--- src/rtl/count_step_monitor.sv ---
`default_nettype none
// ============================================================================
// Module      : count_step_monitor
// Description : Watches the 4-bit count stream of the skip up/down counter
//               stage, one sample per cycle. Each accepted sample is checked
//               against the legal pattern (+1/+2 going up and turning at TOP,
//               -1/-2 going down and turning at BOTTOM). The monitor reports
//               the phase, turnaround pulses, completed laps and step errors.
//
// Ports       : clk        rising-edge clock
//               rst        synchronous reset, active low (rst==0 resets)
//               in_valid   in_count is valid this cycle; low = hold
//               in_count   count sample from the upstream counter
//               clr        synchronous clear of err_sticky and lap_count
//               dir        current phase: 0 = up, 1 = down
//               peak       1-cycle pulse on a legal arrival at TOP
//               valley     1-cycle pulse on a legal arrival at BOTTOM
//               step_err   1-cycle pulse on an illegal step
//               err_code   cause of the last error (01 stall, 10 wrong
//                          direction, 11 magnitude); holds until next error
//               err_sticky set on any error, cleared by clr
//               lap_count  completed down phases (valleys), saturating
//               prev_count last accepted sample
//               err_count  (only with STEP_MON_ERRCNT_EN) saturating count
//                          of step_err pulses, cleared by reset and clr
//
// Build option: define STEP_MON_ERRCNT_EN to add the err_count output.
//
// Revision    : 1.0 - initial release
// ============================================================================
module count_step_monitor #(
    parameter int WIDTH  = 4,
    parameter int TOP    = 14,
    parameter int BOTTOM = 1,
    parameter int LAP_W  = 8
) (
    input  logic             clk,
    input  logic             rst,
    input  logic             in_valid,
    input  logic [WIDTH-1:0] in_count,
    input  logic             clr,
    output logic             dir,
    output logic             peak,
    output logic             valley,
    output logic             step_err,
    output logic [1:0]       err_code,
    output logic             err_sticky,
    output logic [LAP_W-1:0] lap_count,
    output logic [WIDTH-1:0] prev_count
`ifdef STEP_MON_ERRCNT_EN
    ,
    output logic [7:0]       err_count
`endif
);

    // Step values, all taken modulo 2^WIDTH.
    localparam logic [WIDTH-1:0] c_plus1  = WIDTH'(1);
    localparam logic [WIDTH-1:0] c_plus2  = WIDTH'(2);
    localparam logic [WIDTH-1:0] c_minus1 = {WIDTH{1'b1}};
    localparam logic [WIDTH-1:0] c_minus2 = {{(WIDTH-1){1'b1}}, 1'b0};
    localparam logic [WIDTH-1:0] c_top    = WIDTH'(TOP);
    localparam logic [WIDTH-1:0] c_bottom = WIDTH'(BOTTOM);

    localparam logic [1:0] c_err_stall = 2'b01;
    localparam logic [1:0] c_err_dir   = 2'b10;
    localparam logic [1:0] c_err_mag   = 2'b11;

    typedef enum logic [1:0] {
        S_INIT = 2'd0,
        S_UP   = 2'd1,
        S_DOWN = 2'd2
    } state_t;

    state_t             r_state;
    logic               r_dir;
    logic               r_peak;
    logic               r_valley;
    logic               r_step_err;
    logic [1:0]         r_err_code;
    logic               r_err_sticky;
    logic [LAP_W-1:0]   r_lap_count;
    logic [WIDTH-1:0]   r_prev_count;

    logic [WIDTH-1:0]   w_delta;
    logic               w_up_step;
    logic               w_dn_step;
    logic               w_at_top;
    logic               w_at_bottom;
    state_t             w_next;
    logic               w_peak;
    logic               w_valley;
    logic               w_err;
    logic [1:0]         w_code;

    assign w_delta     = in_count - r_prev_count;
    assign w_up_step   = (w_delta == c_plus1)  || (w_delta == c_plus2);
    assign w_dn_step   = (w_delta == c_minus1) || (w_delta == c_minus2);
    assign w_at_top    = (in_count == c_top);
    assign w_at_bottom = (in_count == c_bottom);

    // Classify the current sample; only meaningful when in_valid is high.
    always_comb begin
        w_next   = r_state;
        w_peak   = 1'b0;
        w_valley = 1'b0;
        w_err    = 1'b0;
        w_code   = 2'b00;

        case (r_state)
            S_INIT: begin
                // First sample is a baseline only.
                w_next = w_at_top ? S_DOWN : S_UP;
            end
            S_UP: begin
                if (w_delta == '0) begin
                    w_err  = 1'b1;
                    w_code = c_err_stall;
                end else if (w_dn_step) begin
                    w_err  = 1'b1;
                    w_code = c_err_dir;
                end else if (!w_up_step || (in_count > c_top)) begin
                    w_err  = 1'b1;
                    w_code = c_err_mag;
                end else if (w_at_top) begin
                    w_peak = 1'b1;
                    w_next = S_DOWN;
                end
            end
            S_DOWN: begin
                if (w_delta == '0) begin
                    w_err  = 1'b1;
                    w_code = c_err_stall;
                end else if (w_up_step) begin
                    w_err  = 1'b1;
                    w_code = c_err_dir;
                end else if (!w_dn_step || (in_count < c_bottom)) begin
                    w_err  = 1'b1;
                    w_code = c_err_mag;
                end else if (w_at_bottom) begin
                    w_valley = 1'b1;
                    w_next   = S_UP;
                end
            end
            default: begin
                w_next = S_INIT;
            end
        endcase

        // After a bad step, a sample sitting on a turnaround value tells us
        // unambiguously which phase the upstream counter is in.
        if (w_err) begin
            if (w_at_top) begin
                w_next = S_DOWN;
            end else if (w_at_bottom) begin
                w_next = S_UP;
            end
        end
    end

`ifdef STEP_MON_ERRCNT_EN
    logic [7:0] r_err_count;
`endif

    always_ff @(posedge clk) begin
        if (!rst) begin
            r_state      <= S_INIT;
            r_dir        <= 1'b0;
            r_peak       <= 1'b0;
            r_valley     <= 1'b0;
            r_step_err   <= 1'b0;
            r_err_code   <= 2'b00;
            r_err_sticky <= 1'b0;
            r_lap_count  <= '0;
            r_prev_count <= '0;
`ifdef STEP_MON_ERRCNT_EN
            r_err_count  <= 8'd0;
`endif
        end else begin
            r_peak     <= 1'b0;
            r_valley   <= 1'b0;
            r_step_err <= 1'b0;

            // clr is applied first so that a same-cycle error below can
            // still leave err_sticky set.
            if (clr) begin
                r_err_sticky <= 1'b0;
                r_lap_count  <= '0;
`ifdef STEP_MON_ERRCNT_EN
                r_err_count  <= 8'd0;
`endif
            end

            if (in_valid) begin
                r_state      <= w_next;
                r_dir        <= (w_next == S_DOWN);
                r_prev_count <= in_count;
                r_peak       <= w_peak;
                r_valley     <= w_valley;
                r_step_err   <= w_err;

                if (w_err) begin
                    r_err_code   <= w_code;
                    r_err_sticky <= 1'b1;
`ifdef STEP_MON_ERRCNT_EN
                    if (clr) begin
                        r_err_count <= 8'd1;
                    end else if (r_err_count != 8'hFF) begin
                        r_err_count <= r_err_count + 8'd1;
                    end
`endif
                end

                // A same-cycle clr wins over the lap increment.
                if (w_valley && !clr && (r_lap_count != {LAP_W{1'b1}})) begin
                    r_lap_count <= r_lap_count + 1'b1;
                end
            end
        end
    end

    assign dir        = r_dir;
    assign peak       = r_peak;
    assign valley     = r_valley;
    assign step_err   = r_step_err;
    assign err_code   = r_err_code;
    assign err_sticky = r_err_sticky;
    assign lap_count  = r_lap_count;
    assign prev_count = r_prev_count;
`ifdef STEP_MON_ERRCNT_EN
    assign err_count  = r_err_count;
`endif

endmodule
`default_nettype wire
--- config.mk ---
export PLATFORM = sky130hd
export DESIGN_NAME = count_step_monitor
export DESIGN_NICKNAME = d
export VERILOG_FILES = /design/src/rtl/count_step_monitor.sv
export SDC_FILE = /design/constraint.sdc
export NUM_CORES = 1
export LEC_CHECK = 0
export BUFFER_PORTS_ARGS = -buffer_cell sky130_fd_sc_hd__buf_2
export CELL_PAD_IN_SITES_DETAIL_PLACEMENT = 0
export CELL_PAD_IN_SITES_GLOBAL_PLACEMENT = 2
export CORE_MARGIN = 1
export CORE_UTILIZATION = 29
export CTS_CLUSTER_DIAMETER = 60
export CTS_CLUSTER_SIZE = 20
export DETAILED_ROUTE_END_ITERATION = 7
export MAX_ROUTING_LAYER = met4
export PLACE_DENSITY = 0.77
export RECOVER_POWER = 25
export SLEW_MARGIN = 20
export SYNTH_ARGS = -nofsm -noshare
export SYNTH_HDL_FRONTEND = slang
export SYNTH_SLANG_ARGS = --single-unit
--- constraint.sdc ---
create_clock -name clk -period 2.7 [get_ports clk]
set_clock_uncertainty 0.1 [all_clocks]
set_input_delay 0.54 -clock clk [delete_from_list [all_inputs] [get_ports clk]]
set_output_delay 0.54 -clock clk [all_outputs]
set_load 0.005 [all_outputs]
### Yosys cells after proc, flatten, opt, wreduce, memory -nomap -nowiden

Index checks and enable logic that the tools add are counted.
Widths: inputs -> output; s select.

* bitwise logic cells: 3
* add/subtract/negate cells: 2
* equality and inequality tests: 10
* mux-type cells: 39
* magnitude comparators: 2
* reduce and logical (&&, ||, !) cells: 14

Operators by type and width (count)
* $mux 2: 18
* $mux 8: 3
* $mux 1: 15
* $eq 4x4->1 const B: 3
* $add 8x1->8 const B: 1
* $eq 4x1->1 const B: 2
* $ne 8x8->1 const B: 1
* $pmux 2 s3: 1
* $reduce_or 6->1: 1
* $eq 2x2->1 const B: 2
* $eq 4x2->1 const B: 1
* $gt 4x4->1 const B: 1
* $logic_not 4->1: 1
* $logic_or 1x1->1: 4
* $lt 4x1->1 const B: 1
* $pmux 2 s2: 1
* $reduce_and 2->1: 2
* $sub 4x4->4: 1
* $logic_not 1->1: 3
* $not 1->1: 3
* $eq 2x1->1 const B: 1
* $logic_and 1x1->1: 2
* $logic_not 2->1: 1
* $pmux 1 s2: 1

* register bits after elaboration: 21
* output and inout port bits: 19
* word-level logic and storage cells: 79
* input bits: 8

### Longest topological paths before layout

Gate-level depths: netlist of run 1.

* word-level depth: 13
* mapped depth: 10

### Worst setup path after synthesis of run 1

Ideal clock, no wire load.

* path type: input to register
* start point: input in_count[0]
* end point: register r_dir, in the netlist dir
* cell stages on the path: 10
* required time: 2469 ps
* path slack: -166 ps
* library setup time: 131 ps
* arrival time: 2635 ps
* path through: inv_1 ha_1 inv_1 fa_1 xor2_2 nand2_2 o41a_1 or3_4 a311oi_1 a211oi_1

* cells in the longest elaborated chain, start to end: 13

RTL lines
* from (decl): line 40 `input logic [WIDTH-1:0] in_count,`
* $sub 4x4->4: line 95 `assign w_delta = in_count - r_prev_count;`
* $eq 4x4->1, or another cell as far along: line 97 `assign w_dn_step = (w_delta == c_minus1) || (w_delta == c_minus2);`
* $logic_or 1x1->1 (on tied branches): line 97, 96
* $logic_not 1->1 (on tied branches): line 136, 121
* $logic_or 1x1->1 (on tied branches): line 136, 121
* $mux 2 (on tied branches): line 136, 121
* $mux 2 (on tied branches): line 133, 118
* $mux 2 (on tied branches): line 130, 115
* $pmux 2 s3: line 109 `case (r_state)`
* $mux 2: line 154 `end else if (w_at_bottom) begin`
* $mux 2: line 152 `if (w_at_top) begin`
* $mux 2 *: line 151 `if (w_err) begin`
* $eq 2x2->1 *: line 195 `r_dir <= (w_next == S_DOWN);`
* to (signal assigned): line 195
* to (decl): line 75 `logic r_dir;`

Mark *: on every way between the ends. The rest lies on a longest branch, timed or not.
A chain may end at the register's enable or synchronous reset.

### Worst setup path after layout of run 1

Ends and elaborated chain as after synthesis.

==> results_dict.tcl, run 1 <==
set metrics [dict create \
    run_status "finished clean" \
    ys.flop_type "sky130_fd_sc_hd__dfxtp_1" \
    postLayoutCellArea_um2 1840 \
    die-area_um2 4900 \
    die_width_um 70.0 \
    core_area_um2 4410 \
    cp_data_arrival_time_ps 2690 \
    final_critical_path_setup_slack_ps 49.6 \
    routed_wire_length_per_instance_um 13.9 \
    critical_path.reg2reg.startpoint "prev_count[2]$_SDFFE_PN0P_" \
    number_of_antenna_violations_at_the_first_check_in_global_routing 0 \
    postRouteAntennaNets 0 \
    min_period_over_period_pct 98.2 \
    synth_warnings 0 \
    maxCapViolations 0 \
    grt_overflow 0 \
    postSynthNetCount 167 \
    synth.cells.most_frequent "21 x sky130_fd_sc_hd__dfxtp_1, 16 x sky130_fd_sc_hd__nor2_1, 9 x sky130_fd_sc_hd__inv_1, 8 x sky130_fd_sc_hd__ha_1, 8 x sky130_fd_sc_hd__xor2_1" \
    placed_cells 248 \
    final_core_utilization_pct 41.8 \
    dp_hpwl_um 2810 \
    power_switching_share_pct 31.1 \
    p_seq_share_pct 40.8 \
    diodes 0 \
    internal_power_mw 0.559 \
    ff2ff_path_depth 9 \
    worst-slew-pin-transition_ps 394 \
    tns_ps 0 \
    cts_max_path_buffers 2 \
    criticalPathCategory "in2reg" \
    drt_pass1_iterations 4 \
    power.clock.fraction_pct 24.8 \
    ios 27 \
    clock_sink_count 21 \
    route.vias.total 1282 \
    hp-start "err_code[1]$_SDFFE_PN0P_" \
    postSynthAreaPerCell_um2 8.94 \
    worstPathRequired_ps 2740 \
    post_synth_instance_area_um2 1340 \
    post_dp_cell_area_um2 1750 \
    grt_pass1_vias 1226 \
    slowest_delay_ps 590 \
    switching_power_mw 0.252 \
    critPathMaxFanout 4 \
    root_buffer "sky130_fd_sc_hd__clkbuf_8" \
    largest_net_degree_at_the_start_of_global_routing 12 \
    clock.fmax_ghz 0.377 \
    hold_path_end "err_code[1]$_SDFFE_PN0P_" \
    synthDistinctLibCells 50 \
    power.density_cell_area_nw_per_um2 440 \
    setup_viol 0 \
    routabilityCongestion 0.816 \
    drv_slew 0 \
    synth_area_leaders "sky130_fd_sc_hd__dfxtp_1 31%, sky130_fd_sc_hd__ha_1 7.5%, sky130_fd_sc_hd__xor2_1 5.2%, sky130_fd_sc_hd__mux2i_1 4.5%, sky130_fd_sc_hd__nor2_1 4.5%" \
    cts-htree-levels 1 \
    post-place-ws_ps -357 \
    numPortBuffers 26 \
    post-route-drc-count 0 \
    ys_ff_latch 21 \
    min_delay_path_depth 2 \
    insertion_delay_ps 250 \
    post-synth-top-count-cell "sky130_fd_sc_hd__dfxtp_1" \
    synth.yosys.seq_area_share_pct 31.3 \
    synth.largest_area_cell "sky130_fd_sc_hd__dfxtp_1" \
    synthToLayoutAreaGrowth_pct 37.5 \
    overall_routing_resource_usage_pct 14.7 \
    cell_count_after_synthesis 150 \
    pwr-share-comb_pct 34.4 \
    crit_path_capture_type "flip-flop" \
    rows 24 \
    slowest_stage "sky130_fd_sc_hd__fa_2" \
    synth_async_sr_flop_share_pct 0 \
    setup_repair_after_global_routing_missed_its_margin "true" \
    total_leakage_power_nw 0.766 \
    finish.cell_count_without_fillers 253 \
    start_util_pct 30.4 \
    cts_tree "built" \
    final_hold_viol_count 0 \
    final.min_clock_period_ps 2650 \
    die_height_um 70.0 \
    synth_edf_count 0 \
    slew_headroom_pct 73.4 \
    ir_worst_vdd_mv 0.259 \
    clock_transition_at_path_regs_ps 70 \
    drt_iter0_drc 32 \
    wire_length_of_the_first_global_routing_pass_um 5680 \
    design_power_total_mw 0.811 \
    yosys.area.top_type_share_pct 31.3 \
    wirelength_um 3530 \
    final_nets 219 \
    timing.hold.ws_ps 374 \
    reg_to_reg_slack_setup_ps 100 \
    hold_path.class "reg2reg" \
    sequence_of_cells_on_the_critical_path "buf_8 -> inv_12 -> ha_4 -> inv_2 -> fa_2 -> nand2_2 -> o41a_1 -> or3_4 -> a311oi_2 -> a211oi_1" \
    timing.rr.end "r_state[0]$_SDFFE_PN0P_" \
    setup.worst_path.start_class "input pin" \
    post_drt_via_cell_ratio 5.07 \
    numCtsBuffers 3 \
    layout-drive-gt1-share_pct 34.3 \
]
==> power by group through the flow <==
stage          clock, mW  combinational (mW)  sequential [mW]
2_1_floorplan          0               0.155            0.337
3_3_place_gp           0               0.256            0.337
3_5_place_dp           0               0.259            0.338
4_1_cts            0.209               0.262            0.331
5_1_grt            0.229               0.302            0.332
6_report           0.201               0.279            0.331
==> layout make-up <==
| type | count | area [µm²] |
|---|---|---|
| repair buffers | 51 | 323 |
| multi-input cells | 116 | 943 |
| well taps | 52 | 65.1 |
| clock buffers | 4 | 45.0 |
| inverters | 9 | 46.3 |
| flip-flops and latches | 21 | 422 |
| fillers | 458 | 2570 |
==> flip-flops by register name (all words and copies together) (netlist names) <==
signal,flops
dir,1
err_code,2
err_sticky,1
lap_count,8
peak,1
prev_count,4
r_state,2
step_err,1
valley,1
==> cell usage in the layout (no fill, tap or decap), types with 2 or more instances in the layout <==
master	synthesis	routed
sky130_fd_sc_hd__a211oi_1	2	2
sky130_fd_sc_hd__a21oi_1	7	7
sky130_fd_sc_hd__and3_1	4	4
sky130_fd_sc_hd__buf_2	2	21
sky130_fd_sc_hd__buf_4	0	25
sky130_fd_sc_hd__clkbuf_1	1	5
sky130_fd_sc_hd__clkbuf_8	0	3
sky130_fd_sc_hd__dfxtp_1	21	20
sky130_fd_sc_hd__ha_1	8	7
sky130_fd_sc_hd__inv_1	9	7
sky130_fd_sc_hd__mux2i_1	6	6
sky130_fd_sc_hd__nand2_1	6	6
sky130_fd_sc_hd__nand2b_1	3	3
sky130_fd_sc_hd__nand3_1	4	4
sky130_fd_sc_hd__nand4_1	4	4
sky130_fd_sc_hd__nor2_1	16	16
sky130_fd_sc_hd__nor3_1	6	5
sky130_fd_sc_hd__nor4_1	2	2
sky130_fd_sc_hd__o21ai_0	5	4
sky130_fd_sc_hd__o21ai_1	1	2
sky130_fd_sc_hd__or3_1	2	2
sky130_fd_sc_hd__xnor2_1	2	2
sky130_fd_sc_hd__xor2_1	8	7
==> per-layer routing <==
layer | track usage (%) | share of wire [%] | vias to the layer above
met5 | - | 0 | -
met4 | 2.67 | 0.60 | 0
met3 | 3.75 | 3.3 | 5
met2 | 24.1 | 48 | 23
met1 | 18.5 | 48 | 600
li1 | - | - | 654
==> what timing repair did <==
action,4_1_cts,5_1_grt
pin swaps,2,4
setup endpoints to repair,4,5
gates resized for setup,1,10
buffers inserted,0,1
hold buffers,0,0
==> cells by family after synthesis <==
logic type / Yosys count / share of synthesized area, %
buffers and inverters: 13 / 3.82
flip-flops: 21 / 31.3
AO/OA/AOI/OAI: 33 / 20.1
XOR/XNOR: 11 / 7.74
AND/OR/NAND/NOR: 57 / 23.6
adder cells (fa/ha/maj): 9 / 8.96
multiplexers: 6 / 4.48
==> worst max-delay path, delay by kind of cell <==
kind                       cells  cell delay (ps)
and+or+nand+nor                2              530
AOI/OAI and AO/OA              3              720
adders and majority gates      2              710
buffers and inverters          3              180
==> how the worst max path moves through the flow <==
stage	startpoint	to	slack [ps]	cells after the start
after floorplan	in_count[0]	dir$_SDFFE_PN0P_	-80	10
after global placement	in_count[0]	dir$_SDFFE_PN0P_	-270	10
after detailed placement	in_count[0]	err_code[0]$_SDFFE_PN0P_	-360	11
after CTS	in_count[0]	err_code[0]$_SDFFE_PN0P_	-0.3	10
after global routing	in_count[0]	dir$_SDFFE_PN0P_	-6	11
final	in_count[0]	dir$_SDFFE_PN0P_	50	10
No activity file was read; power rests on OpenSTA's default activity.
==> run 2: changes to the inputs <==
==> constraint.sdc (replaced) <==
create_clock -name clk -period 2.7 [get_ports clk]
set_clock_uncertainty 0.1 [all_clocks]
set_input_delay 0.54 -clock clk [delete_from_list [all_inputs] [get_ports clk]]
set_output_delay 0.54 -clock clk [all_outputs]
set_load 0.01 [all_outputs]
==> results_dict.tcl, run 2 (synthesized netlist as in run 1, its figures left out) <==
set metrics [dict create \
    final_common_cell "sky130_fd_sc_hd__buf_4" \
    wirelength_um 3540 \
    tns_ps 0 \
    drt_pass1_iterations 6 \
    design_power_total_mw 0.814 \
    routed_wire_length_per_instance_um 14.0 \
    total_leakage_power_nw 0.757 \
    post-place-ws_ps -357 \
    diodes 0 \
    largest_net_degree_at_the_start_of_global_routing 12 \
    layout-drive-gt1-share_pct 33.3 \
    multiInputGateArea_um2 943 \
    overall_routing_resource_usage_pct 14.7 \
    final_nets 219 \
    setup.worst_path.start_class "input pin" \
    timing.hold.ws_ps 374 \
    route.vias.total 1285 \
    maxCapViolations 0 \
    routabilityCongestion 0.816 \
    root_buffer "sky130_fd_sc_hd__clkbuf_8" \
    numCtsBuffers 3 \
    insertion_delay_ps 250 \
    die_width_um 70.0 \
    setup_repair_after_global_routing_missed_its_margin "true" \
    power.clock.fraction_pct 24.7 \
    wire_length_of_the_first_global_routing_pass_um 5680 \
    cp_data_arrival_time_ps 2690 \
    critPathMaxFanout 4 \
    run_status "finished clean" \
    ir_worst_vdd_mv 0.259 \
    min_period_over_period_pct 98.1 \
    clock_transition_at_path_regs_ps 70 \
    slew_headroom_pct 73.4 \
    ios 27 \
    grt_pass1_vias 1226 \
    layout.filler_cells 459 \
    worstPathRequired_ps 2740 \
    numPortBuffers 26 \
    die-area_um2 4900 \
    clock.fmax_ghz 0.377 \
    area.sequential_um2 422 \
    sequence_of_cells_on_the_critical_path "buf_8 -> inv_12 -> ha_4 -> inv_2 -> fa_2 -> nand2_2 -> o41a_1 -> or3_4 -> a311oi_2 -> a211oi_1" \
    post_drt_via_cell_ratio 5.08 \
    postRouteAntennaNets 0 \
    largest_register_ffs 8 \
    final.min_clock_period_ps 2650 \
    drv_slew 0 \
    rows 24 \
    most-common-layout-cells "25 x sky130_fd_sc_hd__buf_4, 20 x sky130_fd_sc_hd__dfxtp_1, 19 x sky130_fd_sc_hd__buf_2" \
    power_switching_share_pct 31.3 \
    cts-htree-levels 1 \
    pwr-share-comb_pct 34.6 \
    post-route-drc-count 0 \
    synthToLayoutAreaGrowth_pct 37.3 \
    dp_hpwl_um 2810 \
    die_height_um 70.0 \
    criticalPathCategory "in2reg" \
    final_critical_path_setup_slack_ps 50.9 \
    hold_path.class "reg2reg" \
    drt_iter0_drc 32 \
    cts_tree "built" \
    ctsHoldBuffers 0 \
    slowest_delay_ps 590 \
    final_hold_viol_count 0 \
    power.density_cell_area_nw_per_um2 442 \
    p_seq_share_pct 40.6 \
    cts_max_path_buffers 2 \
    number_of_antenna_violations_at_the_first_check_in_global_routing 0 \
    grt_overflow 0 \
    slowest_stage "sky130_fd_sc_hd__fa_2" \
    core_area_um2 4410 \
    switching_power_mw 0.255 \
    setup_viol 0 \
    crit_path_capture_type "flip-flop" \
    start_util_pct 30.4 \
    internal_power_mw 0.559 \
    clock_sink_count 21 \
    worst-slew-pin-transition_ps 394 \
]
run 2: cell types whose count changed in the layout (fill, tap and decap cells not counted):
cell                       before  now
sky130_fd_sc_hd__clkbuf_1       5    7
sky130_fd_sc_hd__buf_2         21   19
run 2: critical path, delay by kind of cell:
family	cells	cell delay, ps
simple gates	2	540
compound gates	3	720
fa+ha+maj	2	710
buf+inv	3	180
run 2: power by group through the flow:
stage                     Clock [mW]  Sequential [mW]  Combinational, mW
final                          0.201            0.331              0.282
after global placement             0            0.337              0.259
after detailed placement           0            0.338              0.262
after global routing           0.229            0.332              0.305
after floorplan                    0            0.340              0.155
after CTS                      0.209            0.331              0.265
run 2: stage by stage:
stage / instances / util (%) / cell area (µm²)
final: 253 / 41.7 / 1840
after global routing: 253 / 41.7 / 1840
after CTS: 252 / 40.8 / 1800
after detailed placement: 248 / 39.7 / 1750
after global placement: 248 / 39.7 / 1750
after floorplan: 150 / - / 1390
run 2: worst paths after layout:
path,endpoint,depth (start not counted),slack (ps),start
worst max-delay path,dir$_SDFFE_PN0P_,10,50,in_count[0]
worst min-delay path,err_code[1]$_SDFFE_PN0P_,2,370,err_code[1]$_SDFFE_PN0P_
worst max register to register,r_state[0]$_SDFFE_PN0P_,9,110,prev_count[2]$_SDFFE_PN0P_
worst min register to register,err_code[1]$_SDFFE_PN0P_,2,370,err_code[1]$_SDFFE_PN0P_
run 2: repair_timing:
item	4_1_cts	5_1_grt
gates cloned	0	0
gates resized for setup	1	10
buffers inserted	0	1
endpoints found under the setup margin	4	5
pin swaps	2	4
run 2: final cells by class:
class	count	share of cell area [%]
clock buffers	4	2.45
inverters	9	2.51
multi-input cells	116	51.2
flip-flops and latches	21	22.9
well taps	52	3.53
repair buffers	51	17.4
run 2: routing by layer:
metal,vias up,global-route usage [%],routed length [µm]
li1,654,-,-
met1,600,18.5,1690
met2,26,24.1,1710
met3,5,3.75,119
met4,0,2.67,21
met5,-,-,0
==> run 3: changes to the inputs <==
Settings changed: CELL_PAD_IN_SITES_DETAIL_PLACEMENT 0 to 1.
==> results_dict.tcl, run 3 (synthesized netlist as in run 1, its figures left out) <==
set metrics [dict create \
    critPathMaxFanout 4 \
    numPortBuffers 26 \
    run_status "complete, but fails checks" \
    number_of_antenna_violations_at_the_first_check_in_global_routing 0 \
    clock.fmax_ghz 0.365 \
    final_hold_viol_count 0 \
    power.density_cell_area_nw_per_um2 445 \
    ff2ff_path_depth 8 \
    crit_path_capture_type "flip-flop" \
    die-area_um2 4900 \
    final_common_cell "sky130_fd_sc_hd__buf_4" \
    cts_max_path_buffers 2 \
    final_critical_path_setup_slack_ps -42.8 \
    min_period_over_period_pct 102 \
    worst-slew-pin-transition_ps 430 \
    final_nets 221 \
    slowest_stage "sky130_fd_sc_hd__fa_2" \
    timing.hold.ws_ps 369 \
    slowest_delay_ps 630 \
    failed_checks "negative setup slack" \
    design_power_total_mw 0.833 \
    reg_to_reg_slack_setup_ps -10 \
    sequence_of_cells_on_the_critical_path "buf_12 -> inv_12 -> ha_4 -> inv_2 -> fa_2 -> nand2_2 -> o41a_1 -> or3_4 -> a311oi_2 -> a211oi_1" \
    routed_wire_length_per_instance_um 15.8 \
    hold_path_end "err_code[1]$_SDFFE_PN0P_" \
    drt_iter0_drc 35 \
    core_area_um2 4410 \
    hold_path.class "reg2reg" \
    die_height_um 70.0 \
    finish.cell_count_without_fillers 255 \
    post-route-drc-count 0 \
    synthToLayoutAreaGrowth_pct 39.6 \
    final.min_clock_period_ps 2740 \
    diodes 0 \
    die_width_um 70.0 \
    post_drt_via_cell_ratio 5.21 \
    maxCapViolations 0 \
    slew_headroom_pct 71.0 \
    layout-drive-gt1-share_pct 35.0 \
    clock_sink_count 21 \
    cts-htree-levels 1 \
    clock_transition_at_path_regs_ps 80 \
    critical_path.reg2reg.startpoint "prev_count[0]$_SDFFE_PN0P_" \
    total_leakage_power_nw 0.775 \
    dp_hpwl_um 3190 \
    routabilityCongestion 0.816 \
    hp-start "err_code[1]$_SDFFE_PN0P_" \
    route.vias.total 1328 \
    grt_pass1_vias 1321 \
    cp_data_arrival_time_ps 2790 \
    largest_net_degree_at_the_start_of_global_routing 12 \
    cts_tree "built" \
    wire_length_of_the_first_global_routing_pass_um 6350 \
    setup.worst_path.start_class "input pin" \
    most-common-layout-cells "27 x sky130_fd_sc_hd__buf_4, 20 x sky130_fd_sc_hd__dfxtp_1, 20 x sky130_fd_sc_hd__buf_2" \
    postRouteAntennaNets 0 \
    layout.filler_cells 526 \
    setup_repair_after_global_routing_missed_its_margin "true" \
    worstPathRequired_ps 2740 \
    rows 24 \
    timing.rr.end "dir$_SDFFE_PN0P_" \
    start_util_pct 30.4 \
    ir_worst_vdd_mv 0.211 \
    grt_overflow 0 \
    multiInputGateArea_um2 951 \
    root_buffer "sky130_fd_sc_hd__clkbuf_8" \
    min_delay_path_depth 2 \
    numCtsBuffers 3 \
    ios 27 \
    largest_register_ffs 8 \
    insertion_delay_ps 260 \
    drv_slew 0 \
    drt_pass1_iterations 4 \
    area.sequential_um2 424 \
    setup_viol 4 \
    overall_routing_resource_usage_pct 16.6 \
    placed_cells 248 \
    criticalPathCategory "in2reg" \
    wirelength_um 4020 \
]
==> run 3: changes by cell type in the layout (fill, tap and decap cells not counted), sizes merged <==
cell / change
clkbuf: -1
buf: +3
==> run 3: worst max-delay path: cells and delay by family <==
kind            cells  cell delay (ps)
simple gates        2              510
buf+inv             3              190
compound gates      3              780
fa+ha+maj           2              750
==> run 3: worst max-delay path by stage <==
stage,start,endpoint,slack (ps),depth (start not counted)
finish,in_count[0],dir$_SDFFE_PN0P_,-40,10
global route,in_count[0],err_code[1]$_SDFFE_PN0P_,-100,12
CTS,in_count[0],dir$_SDFFE_PN0P_,-10,10
detailed placement,in_count[0],err_code[0]$_SDFFE_PN0P_,-380,11
global placement,in_count[0],dir$_SDFFE_PN0P_,-270,10
floorplan,in_count[0],dir$_SDFFE_PN0P_,-80,10
==> run 3: timing repair <==
action	in CTS	in global routing
buffers inserted	0	3
hold buffers	0	0
resized for setup	2	13
setup endpoints to repair	4	5
pin swaps	2	9
==> run 3: cell type report <==
cell class	instances	share of cell area, %
Tap cell	52	3.47
Timing Repair Buffer	53	18.2
Clock buffer	4	2.40
Multi-Input combinational cell	116	50.8
Inverter	9	2.47
Sequential cell	21	22.6
==> run 3: power by group <==
part / total (mW) / switching (mW) / internal, mW
combinational: 0.298 / 0.158 / 0.140
clock: 0.204 / 0.0992 / 0.105
sequential: 0.331 / 0.0101 / 0.321
total: 0.833 / 0.267 / 0.566
==> run 3: routing by layer <==
metal	GRT usage (%)	vias up	part of all wire, %
met3	3.90	4	2.6
met5	-	-	0
met1	20.1	650	43
met2	28.5	18	53
met4	2.44	0	0.77
li1	-	656	-
==> run 3: per-stage QoR <==
stage / setup WS (ps) / instance area [µm²] / setup TNS (ps) / utilization, %
CTS: -12.8 / 1810 / -12.8 / 41.0
detailed placement: -383 / 1750 / -3250 / 39.7
global route: -105 / 1870 / -392 / 42.4
finish: -42.8 / 1870 / -116 / 42.4
global placement: -272 / 1750 / -2030 / 39.7
floorplan: -76.0 / 1390 / -118 / -
